File: src/rtl/sl3p_tx_lane_framer.sv
// sl3p_tx_lane_framer: stripes a user word stream across serdes lanes as
// 66-bit blocks, pads empty slots with idles, and inserts aligned per-lane
// markers every MARKER_PERIOD phase slots after an idle warmup.
module sl3p_tx_lane_framer #(
  parameter int unsigned LANES         = 2,
  parameter int unsigned MARKER_PERIOD = 16384,
  parameter int unsigned WARMUP_WORDS  = 64,
  parameter int unsigned SEQ_BITS      = 16
) (
  input  logic                  clk,
  input  logic                  arst_n,
  input  logic                  tx_phase,
  input  logic [LANES*64-1:0]   din,
  input  logic                  din_valid,
  output logic                  din_ready,
  output logic [LANES*66-1:0]   tx_din,
  output logic                  marker_pulse,
  output logic [SEQ_BITS-1:0]   marker_seq,
  output logic                  warm_done
);

  localparam int unsigned TW     = LANES * 66;
  localparam int unsigned SLOT_W = (MARKER_PERIOD > 1) ? $clog2(MARKER_PERIOD) : 1;
  localparam int unsigned WARM_W = (WARMUP_WORDS > 1) ? $clog2(WARMUP_WORDS) : 1;

  localparam logic [1:0]  HDR_DATA     = 2'b01;
  localparam logic [1:0]  HDR_CTRL     = 2'b10;
  localparam logic [63:0] IDLE_PAYLOAD = 64'h1E00_0000_0000_0000;
  localparam logic [7:0]  MRK_TAG      = 8'h4B;
  localparam logic [15:0] MRK_SYNC     = 16'hA55A;
  localparam logic [65:0] IDLE_BLOCK   = {IDLE_PAYLOAD, HDR_CTRL};
  localparam logic [TW-1:0] IDLE_ALL   = {LANES{IDLE_BLOCK}};

  localparam logic [SLOT_W-1:0] SLOT_LAST = SLOT_W'(MARKER_PERIOD - 1);
  localparam logic [WARM_W-1:0] WARM_LAST = WARM_W'(WARMUP_WORDS - 1);

  typedef enum logic {
    ST_WARM = 1'b0,
    ST_RUN  = 1'b1
  } state_t;

  state_t                state_q, state_d;
  logic [WARM_W-1:0]     warm_cnt_q, warm_cnt_d;
  logic [SLOT_W-1:0]     slot_cnt_q, slot_cnt_d;
  logic [SEQ_BITS-1:0]   seq_q, seq_d;
  logic [TW-1:0]         tx_din_q, tx_din_d;
  logic                  marker_pulse_q, marker_pulse_d;
  logic [SEQ_BITS-1:0]   marker_seq_q, marker_seq_d;
  logic                  warm_done_q, warm_done_d;

  // Marker block on every lane for the given sequence number.
  function automatic logic [TW-1:0] marker_blocks(input logic [SEQ_BITS-1:0] seq);
    logic [TW-1:0] r;
    logic [15:0]   s;
    r = '0;
    s = 16'(seq);
    for (int l = 0; l < int'(LANES); l++) begin
      r[l*66 +: 66] = {MRK_TAG, 8'(l), MRK_SYNC, s, ~s, HDR_CTRL};
    end
    return r;
  endfunction

  // Data blocks: each lane carries its own 64-bit slice of the user word.
  function automatic logic [TW-1:0] data_blocks(input logic [LANES*64-1:0] word);
    logic [TW-1:0] r;
    r = '0;
    for (int l = 0; l < int'(LANES); l++) begin
      r[l*66 +: 66] = {word[l*64 +: 64], HDR_DATA};
    end
    return r;
  endfunction

  // Words are only taken on a non-marker phase slot once running.
  assign din_ready = tx_phase && (state_q == ST_RUN) && (slot_cnt_q != '0);

  // Next-state and next-output decode; nothing moves without tx_phase.
  always_comb begin
    state_d        = state_q;
    warm_cnt_d     = warm_cnt_q;
    slot_cnt_d     = slot_cnt_q;
    seq_d          = seq_q;
    tx_din_d       = tx_din_q;
    marker_pulse_d = 1'b0;
    marker_seq_d   = marker_seq_q;
    warm_done_d    = warm_done_q;

    if (tx_phase) begin
      case (state_q)
        ST_WARM: begin
          tx_din_d = IDLE_ALL;
          if (warm_cnt_q == WARM_LAST) begin
            state_d     = ST_RUN;
            slot_cnt_d  = '0;
            warm_done_d = 1'b1;
          end else begin
            warm_cnt_d = warm_cnt_q + WARM_W'(1);
          end
        end
        ST_RUN: begin
          if (slot_cnt_q == '0) begin
            tx_din_d       = marker_blocks(seq_q);
            marker_pulse_d = 1'b1;
            marker_seq_d   = seq_q;
            seq_d          = seq_q + SEQ_BITS'(1);
          end else if (din_valid) begin
            tx_din_d = data_blocks(din);
          end else begin
            tx_din_d = IDLE_ALL;
          end
          slot_cnt_d = (slot_cnt_q == SLOT_LAST) ? '0 : slot_cnt_q + SLOT_W'(1);
        end
        default: begin
          state_d = ST_WARM;
        end
      endcase
    end
  end

  // FSM state register.
  always_ff @(posedge clk or negedge arst_n) begin
    if (!arst_n) begin
      state_q <= ST_WARM;
    end else begin
      state_q <= state_d;
    end
  end

  // Counters and registered outputs.
  always_ff @(posedge clk or negedge arst_n) begin
    if (!arst_n) begin
      warm_cnt_q     <= '0;
      slot_cnt_q     <= '0;
      seq_q          <= '0;
      tx_din_q       <= IDLE_ALL;
      marker_pulse_q <= 1'b0;
      marker_seq_q   <= '0;
      warm_done_q    <= 1'b0;
    end else begin
      warm_cnt_q     <= warm_cnt_d;
      slot_cnt_q     <= slot_cnt_d;
      seq_q          <= seq_d;
      tx_din_q       <= tx_din_d;
      marker_pulse_q <= marker_pulse_d;
      marker_seq_q   <= marker_seq_d;
      warm_done_q    <= warm_done_d;
    end
  end

  assign tx_din       = tx_din_q;
  assign marker_pulse = marker_pulse_q;
  assign marker_seq   = marker_seq_q;
  assign warm_done    = warm_done_q;

endmodule
File: config.mk
export PLATFORM = sky130hd
export DESIGN_NAME = sl3p_tx_lane_framer
export DESIGN_NICKNAME = d
export VERILOG_FILES = /design/src/rtl/sl3p_tx_lane_framer.sv
export SDC_FILE = /design/constraint.sdc
export NUM_CORES = 1
export LEC_CHECK = 0
export ABC_AREA = 1
export CAP_MARGIN = 15
export CORE_UTILIZATION = 35
export DETAILED_ROUTE_END_ITERATION = 7
export GPL_TIMING_DRIVEN = 0
export SYNTH_ARGS = -nofsm -noshare
export SYNTH_HDL_FRONTEND = slang
export SYNTH_SLANG_ARGS = --single-unit
File: constraint.sdc
create_clock -name clk -period 1.68 [get_ports clk]
set_input_delay 0.42 -clock clk [delete_from_list [all_inputs] [get_ports clk]]
set_output_delay 0.42 -clock clk [all_outputs]
set_load 0.005 [all_outputs]
==> results.cfg, run 1 <==
[outcome]
status = complete, but fails checks
violations = setup timing

[drt]
drt_iter0_markers = 581
wl_mm = 29.1
drc_errors = 0
dr.pass1.iters = 5
ant_nets = 0
vias = 8072
via_per_inst = 4.95
post_drt_wl_per_cell_um = 17.9

[placed_design]
hpwl_mm = 20.9
gp_congestion = 0.902
portBuffers = 282
placed_cells = 1564
place_ws_ps = -990

[critical_path]
startpoint_type = flip-flop
worstSetupEndpointType = output port
worstSetupPathType = flip-flop to output port
worst_ep_required_time_ps = 1260
worstReg2RegStart = slot_cnt_q[13]$_DFFE_PN0P_
critical_path_arrival_ps = 1680
path_max_fanout = 3
cp-startpoint = slot_cnt_q[13]$_DFFE_PN0P_

[cells_and_area]
fillers = 2177
syn_to_final_growth_pct = 55.3
regArea_um2 = 4640
final_common_cell = nand2_1
fin_nets = 1441
fin_cells = 1631
final_cell_mix = nand2_1 (328), nand3_1 (181), dfrtp_1 (173), dlygate4sd2_1 (146), clkdlybuf4s50_1 (130)
drive_gt1_share_pct = 14.9
diodes = 0
multi_input_area_um2 = 3520

[clock_tree]
clk_path_buf_depth = 2
numCtsBuffers = 17
cts.root.buffer_cell = clkbuf_16
cts_tree = built
clock-sinks = 185
clk_pin_slew_ps = 70
ctsHtreeMaxLevel = 4
clk_latency_ps = 430

[global_routing]
grtUsageTotal_pct = 23.8
grt_max_degree = 111
grt_pass1_wl_mm = 43.8
antenna_found_initial = 0
grt_pass1_vias = 7769
grt_remaining_overflow = 0

[sta]
rsz0062_at_grt = yes
fmax_mhz = 477
fin_crit_ps = 2100
worst_slack_ps = -417
slew_headroom_pct = 60.9
slew_viol_final = 0
final_hold_viol_count = 0
finalSetupViolations = 60
tightestPinTransition_ps = 587
hold_ws_ps = 466
min_period_over_period_pct = 125
finalSetupTns_ps = -3760
clock_skew_ps = 8.11

[die]
io_pins = 283
core_area_um2 = 22900
initial_core_util_pct = 36.1
die_y_um = 156
std_cell_rows = 55
die_x_um = 156
die_area_um2 = 24300

[synthesis]
ys.flop_type = dfrtp_1
syn_nets = 1104
syn_area_per_cell_um2 = 8.55
synth_edf_count = 0
netlist_top_cells_area = dfrtp_1 (53%), nand2_1 (15%), nand3_1 (13%)
synth_cell_types = 32
synthDominantCellAreaShare_pct = 53.2
ys_ff_latch = 185
yosys.area.top_type = dfrtp_1
yosysSeqAreaShare_pct = 56.1
syn_area_um2 = 8280
synth_cells = 968
ys_warn_count = 0
async_reset_ff_share_pct = 100

[pwr]
power.internal_w = 0.00980
power_frac_comb_pct = 29.0
vdd_drop_max_v = 0.000565
power.share.clock_pct = 29.7
p_leak_nw = 6.62
p_sw_share_pct = 31.4
totalPowerFinal_w = 0.0143
p_per_area_nw_per_um2 = 1110
seq_power_share_pct = 41.3
switching_power_w = 0.00450

[job]
maxCapViolations = 0

[hold_path]
min_path_type = flip-flop to flip-flop
worstHoldStart = marker_seq[11]$_DFFE_PN0P_
[power by group through the flow]
stage                     clock, W  combinational [W]  sequential, W
final                      0.00424            0.00415        0.00590
after global routing       0.00450            0.00454        0.00600
after CTS                  0.00434            0.00370        0.00587
after detailed placement         0            0.00393        0.00595
after global placement           0            0.00388        0.00596
after floorplan                  0            0.00151        0.00591
[area by class of cell]
type                       count  area share, %
multi-input combinational    681           27.4
inverter                      48           1.43
buffer                        54           3.22
tap                          313           3.05
timing repair buffer         318           24.0
clock inverter                13           1.28
sequential                   185           36.1
clock buffer                  19           3.52
[stage by stage]
stage	area, µm²	utilization (%)
finish	12900	56.1
global route	12900	56.1
CTS	12300	53.5
detailed placement	11500	50.3
global placement	11500	50.2
floorplan	8280	-
[sequential cells by signal, summed over array words and instances, names as in the netlist]
register      count
warm_cnt_q        6
seq_q            16
tx_din          130
slot_cnt_q       14
state_q           1
warm_done         1
marker_seq       16
marker_pulse      1
[synth_stat cells (4+ instances only)]
cell type / instances
a21oi_1: 4
a22oi_1: 21
buf_1: 8
buf_2: 19
buf_4: 4
buf_6: 8
clkbuf_1: 16
dfrtp_1: 176
dfstp_2: 9
ha_1: 4
inv_1: 46
nand2_1: 330
nand3_1: 215
nand3b_1: 6
nand4_1: 10
nor2_1: 40
nor2_2: 4
o21ai_0: 16
or2_2: 4
xnor2_1: 5
xor2_1: 9
[path summary, 6_finish.rpt]
path | depth (start not counted) | endpoint | slack [ps]
min in group asynchronous | 2 | tx_din[8]$_DFFE_PN0P_ | 490
setup reg to reg | 9 | marker_seq[7]$_DFFE_PN0P_ | -120
hold / removal | 2 | marker_seq[11]$_DFFE_PN0P_ | 470
max in group asynchronous | 3 | warm_cnt_q[0]$_DFFE_PN0P_ | 250
setup / recovery | 6 | din_ready | -420
hold reg to reg | 2 | marker_seq[11]$_DFFE_PN0P_ | 470
[per-layer routing]
| metal | vias up | wire length [µm] | track usage [%] |
|---|---|---|---|
| met3 | 37 | 1960 | 5.25 |
| met5 | - | 0 | 0 |
| met2 | 315 | 14100 | 39.7 |
| li1 | 3867 | - | - |
| met4 | 0 | 471 | 5.88 |
| met1 | 3853 | 12600 | 31.2 |
[cells by family after synthesis]
logic type                 Yosys count  share of synthesized area [%]
DFF                                185                           56.1
xor gates and xnor gates            14                           1.48
and+or+nand+nor                    614                           32.3
buffers and inverters              103                           5.86
AOI/OAI and AO/OA                   48                           3.66
adders and majority gates            4                          0.605
[critical path, cell delays in order, from the launching register on]
cell and delay [ps]:
dfrtp_1 420, nor2_2 160, nand4_1 220, nor2_8 180
buf_6 120, nor2_4 30, buf_6 110
[repair_timing]
| action | in CTS | in global routing |
|---|---|---|
| buffers inserted | 18 | 10 |
| hold buffers | 1 | 0 |
| setup endpoints to repair | 292 | 173 |
| gates cloned | 0 | 8 |
| pin swaps | 5 | 6 |
| hold endpoints to repair | 45 | 0 |
| resized for setup | 207 | 93 |
Power figures use the tool's default switching activity.
==> inputs of run 2 (changes only) <==
- CELL_PAD_IN_SITES_DETAIL_PLACEMENT: default -> 0
- CELL_PAD_IN_SITES_GLOBAL_PLACEMENT: default -> 2
- CORE_UTILIZATION: 35 -> 26
- HOLD_SLACK_MARGIN: default -> 0.1
- PLACE_DENSITY_LB_ADDON: default -> 0.1
==> run 2 against run 1 <==
  * The run still ends with setup timing left
  * First-iteration DRC count is 33% lower
  * Total power is 1.7% higher
  * Utilization is 13 points lower
  * Setup slack better by 9.8 ps
  * Cell count is 5.8% higher
  * Fmax is 0.47% higher
  * Design area is 2.9% higher
  * Critical path depth stayed put
  * Global-route usage is 3.5 points lower
  * Non-clock buffer count is 11 higher
  * Critical path type unchanged
  * Largest cell class unchanged
  * Largest power group unchanged
  * Highest routed layer unchanged
==> results.cfg, run 2 (synthesis results as in run 1) <==
[critical_path]
slowest_stage = dfrtp_2
path_cells = nor2_4, nand4_1, nor2_8, buf_8, nor2_4, buf_2
worst_ep_required_time_ps = 1260
worstSetupPathType = flip-flop to output port
path_max_fanout = 5
worstReg2RegStart = slot_cnt_q[11]$_DFFE_PN0P_
slowest_delay_ps = 460
ff2ff_path_depth = 9
path_common_cell = nor2_4
path_buf_inv = 2
worstSetupEndpointType = output port
critical_path_arrival_ps = 1670
crit_cells = 6
cp-startpoint = slot_cnt_q[11]$_DFFE_PN0P_
cp_top_family = simple AND/OR/NAND/NOR gates
startpoint_type = flip-flop

[global_routing]
grt_remaining_overflow = 0
grt_pass1_wl_mm = 50.0
grt_max_degree = 69
grtUsageTotal_pct = 20.3
grt_pass1_vias = 8062
antenna_found_initial = 1

[placed_design]
portBuffers = 282
gp_congestion = 0.796
hpwl_mm = 23.8
placed_cells = 1648

[drt]
via_per_inst = 4.58
drt_iter0_markers = 392
wl_met2_mm = 16.1
vias = 7906
dr.pass1.iters = 4
met3_length_mm = 1.48
drt-met1-wl_mm = 14.8
drc_errors = 0
post_drt_wl_per_cell_um = 19.0
wl_mm = 32.7
dr.max_layer_used = met4
ant_nets = 0

[die]
die_y_um = 180
die_x_um = 180
core_area_um2 = 31000
std_cell_rows = 64
initial_core_util_pct = 26.7
io_pins = 283
die_area_um2 = 32600

[clock_tree]
clk_path_buf_depth = 2
clock-sinks = 185
cts_tree = built
cts.root.buffer_cell = clkbuf_16
clk_pin_slew_ps = 80
ctsHtreeMaxLevel = 4
clk_latency_ps = 450
numCtsBuffers = 17

[sta]
tightestPinTransition_ps = 515
finalSetupViolations = 55
worst_slack_ps = -407
clock_skew_ps = 23.3
hold_ws_ps = 469
fin_crit_ps = 2090
min_period_over_period_pct = 124
final_hold_viol_count = 0
rsz0062_at_grt = yes
slew_viol_final = 0
slew_headroom_pct = 65.7
fmax_mhz = 479

[outcome]
violations = setup timing
status = complete, but fails checks

[pwr]
totalPowerFinal_w = 0.0145
p_per_area_nw_per_um2 = 1100
vdd_drop_max_v = 0.000706
p_leak_nw = 6.82

[cells_and_area]
final_cell_mix = nand2_1 (325), dfrtp_1 (171), nand3_1 (153), dlygate4sd2_1 (143), clkdlybuf4s50_1 (130)
multi_input_area_um2 = 3730
syn_to_final_growth_pct = 59.9
final_common_cell = nand2_1
fin_nets = 1452
regArea_um2 = 4650
fin_cells = 1726
drive_gt1_share_pct = 18.3
fillers = 3151
final_util_pct = 42.7
largest_reg_flops = 130

[hold_path]
worstHoldStart = marker_seq[10]$_DFFE_PN0P_
min_path_type = flip-flop to flip-flop
whs_path_depth = 2

[job]
maxCapViolations = 0
-- run 2: cell count changes in the layout (fill, tap and decap cells not counted), moves of 4 or more --
cell	before	now
buf_4	32	40
nand3_2	20	42
nand3_4	14	20
inv_8	0	4
nand3_1	181	153
buf_2	16	23
clkbuf_4	10	4
buf_12	4	8
-- run 2: worst register-to-register path, cell delays in order, from the launching register on --
cell and delay, ps:
dfrtp_2 460, nor2_4 100, nand4_1 220, nor2_8 180, buf_4 120, buf_12 150, buf_12 120, clkbuf_16 150
nand3_4 110, nand2_1 100
-- run 2: final cells by class --
cell class | count | area share [%]
clock inverter | 15 | 1.37
timing repair buffer | 330 | 23.9
inverter | 48 | 1.39
clock buffer | 17 | 3.21
tap | 396 | 3.74
sequential | 185 | 35.1
antenna | 1 | 0.0189
buffer | 53 | 3.07
multi-input combinational | 681 | 28.2
-- run 2: path summary, 6_finish.rpt --
| check | slack, ps | to |
|---|---|---|
| max in group asynchronous | 450 | slot_cnt_q[13]$_DFFE_PN0P_ |
| worst max-delay path | -410 | din_ready |
| worst min register to register | 470 | marker_seq[10]$_DFFE_PN0P_ |
| min in group asynchronous | 480 | tx_din[105]$_DFFE_PN0P_ |
| worst max register to register | -100 | marker_seq[14]$_DFFE_PN0P_ |
| worst min-delay path | 470 | marker_seq[10]$_DFFE_PN0P_ |
-- run 2: what timing repair did --
action                     4_1_cts  5_1_grt
setup endpoints to repair      307      183
setup buffers                   28       14
hold buffers                     1        0
pin swaps                        5        9
cloned                           0        5
resized for setup              200      140
hold endpoints to repair        57        0
-- run 2: per-stage QoR --
step | setup slack (ps) | area, µm² | TNS [ps]
after floorplan | 75.1 | 8280 | 0
after global placement | -8590 | 11600 | -1672820
after detailed placement | -1160 | 11700 | -115970
after CTS | -469 | 12400 | -11120
after global routing | -492 | 13200 | -9290
final | -407 | 13200 | -2050
-- run 2: per-layer routing --
| layer | vias to the layer above | global-route usage [%] |
|---|---|---|
| met1 | 3811 | 26.6 |
| met4 | 0 | 4.17 |
| met5 | - | 0 |
| li1 | 3870 | - |
| met2 | 207 | 34.6 |
| met3 | 18 | 4.00 |
-- run 2: where the power goes --
group	internal (W)	switching [W]	total, W
Sequential	0.00528	0.000612	0.00589
Clock	0.00215	0.00208	0.00422
Combinational	0.00220	0.00223	0.00443
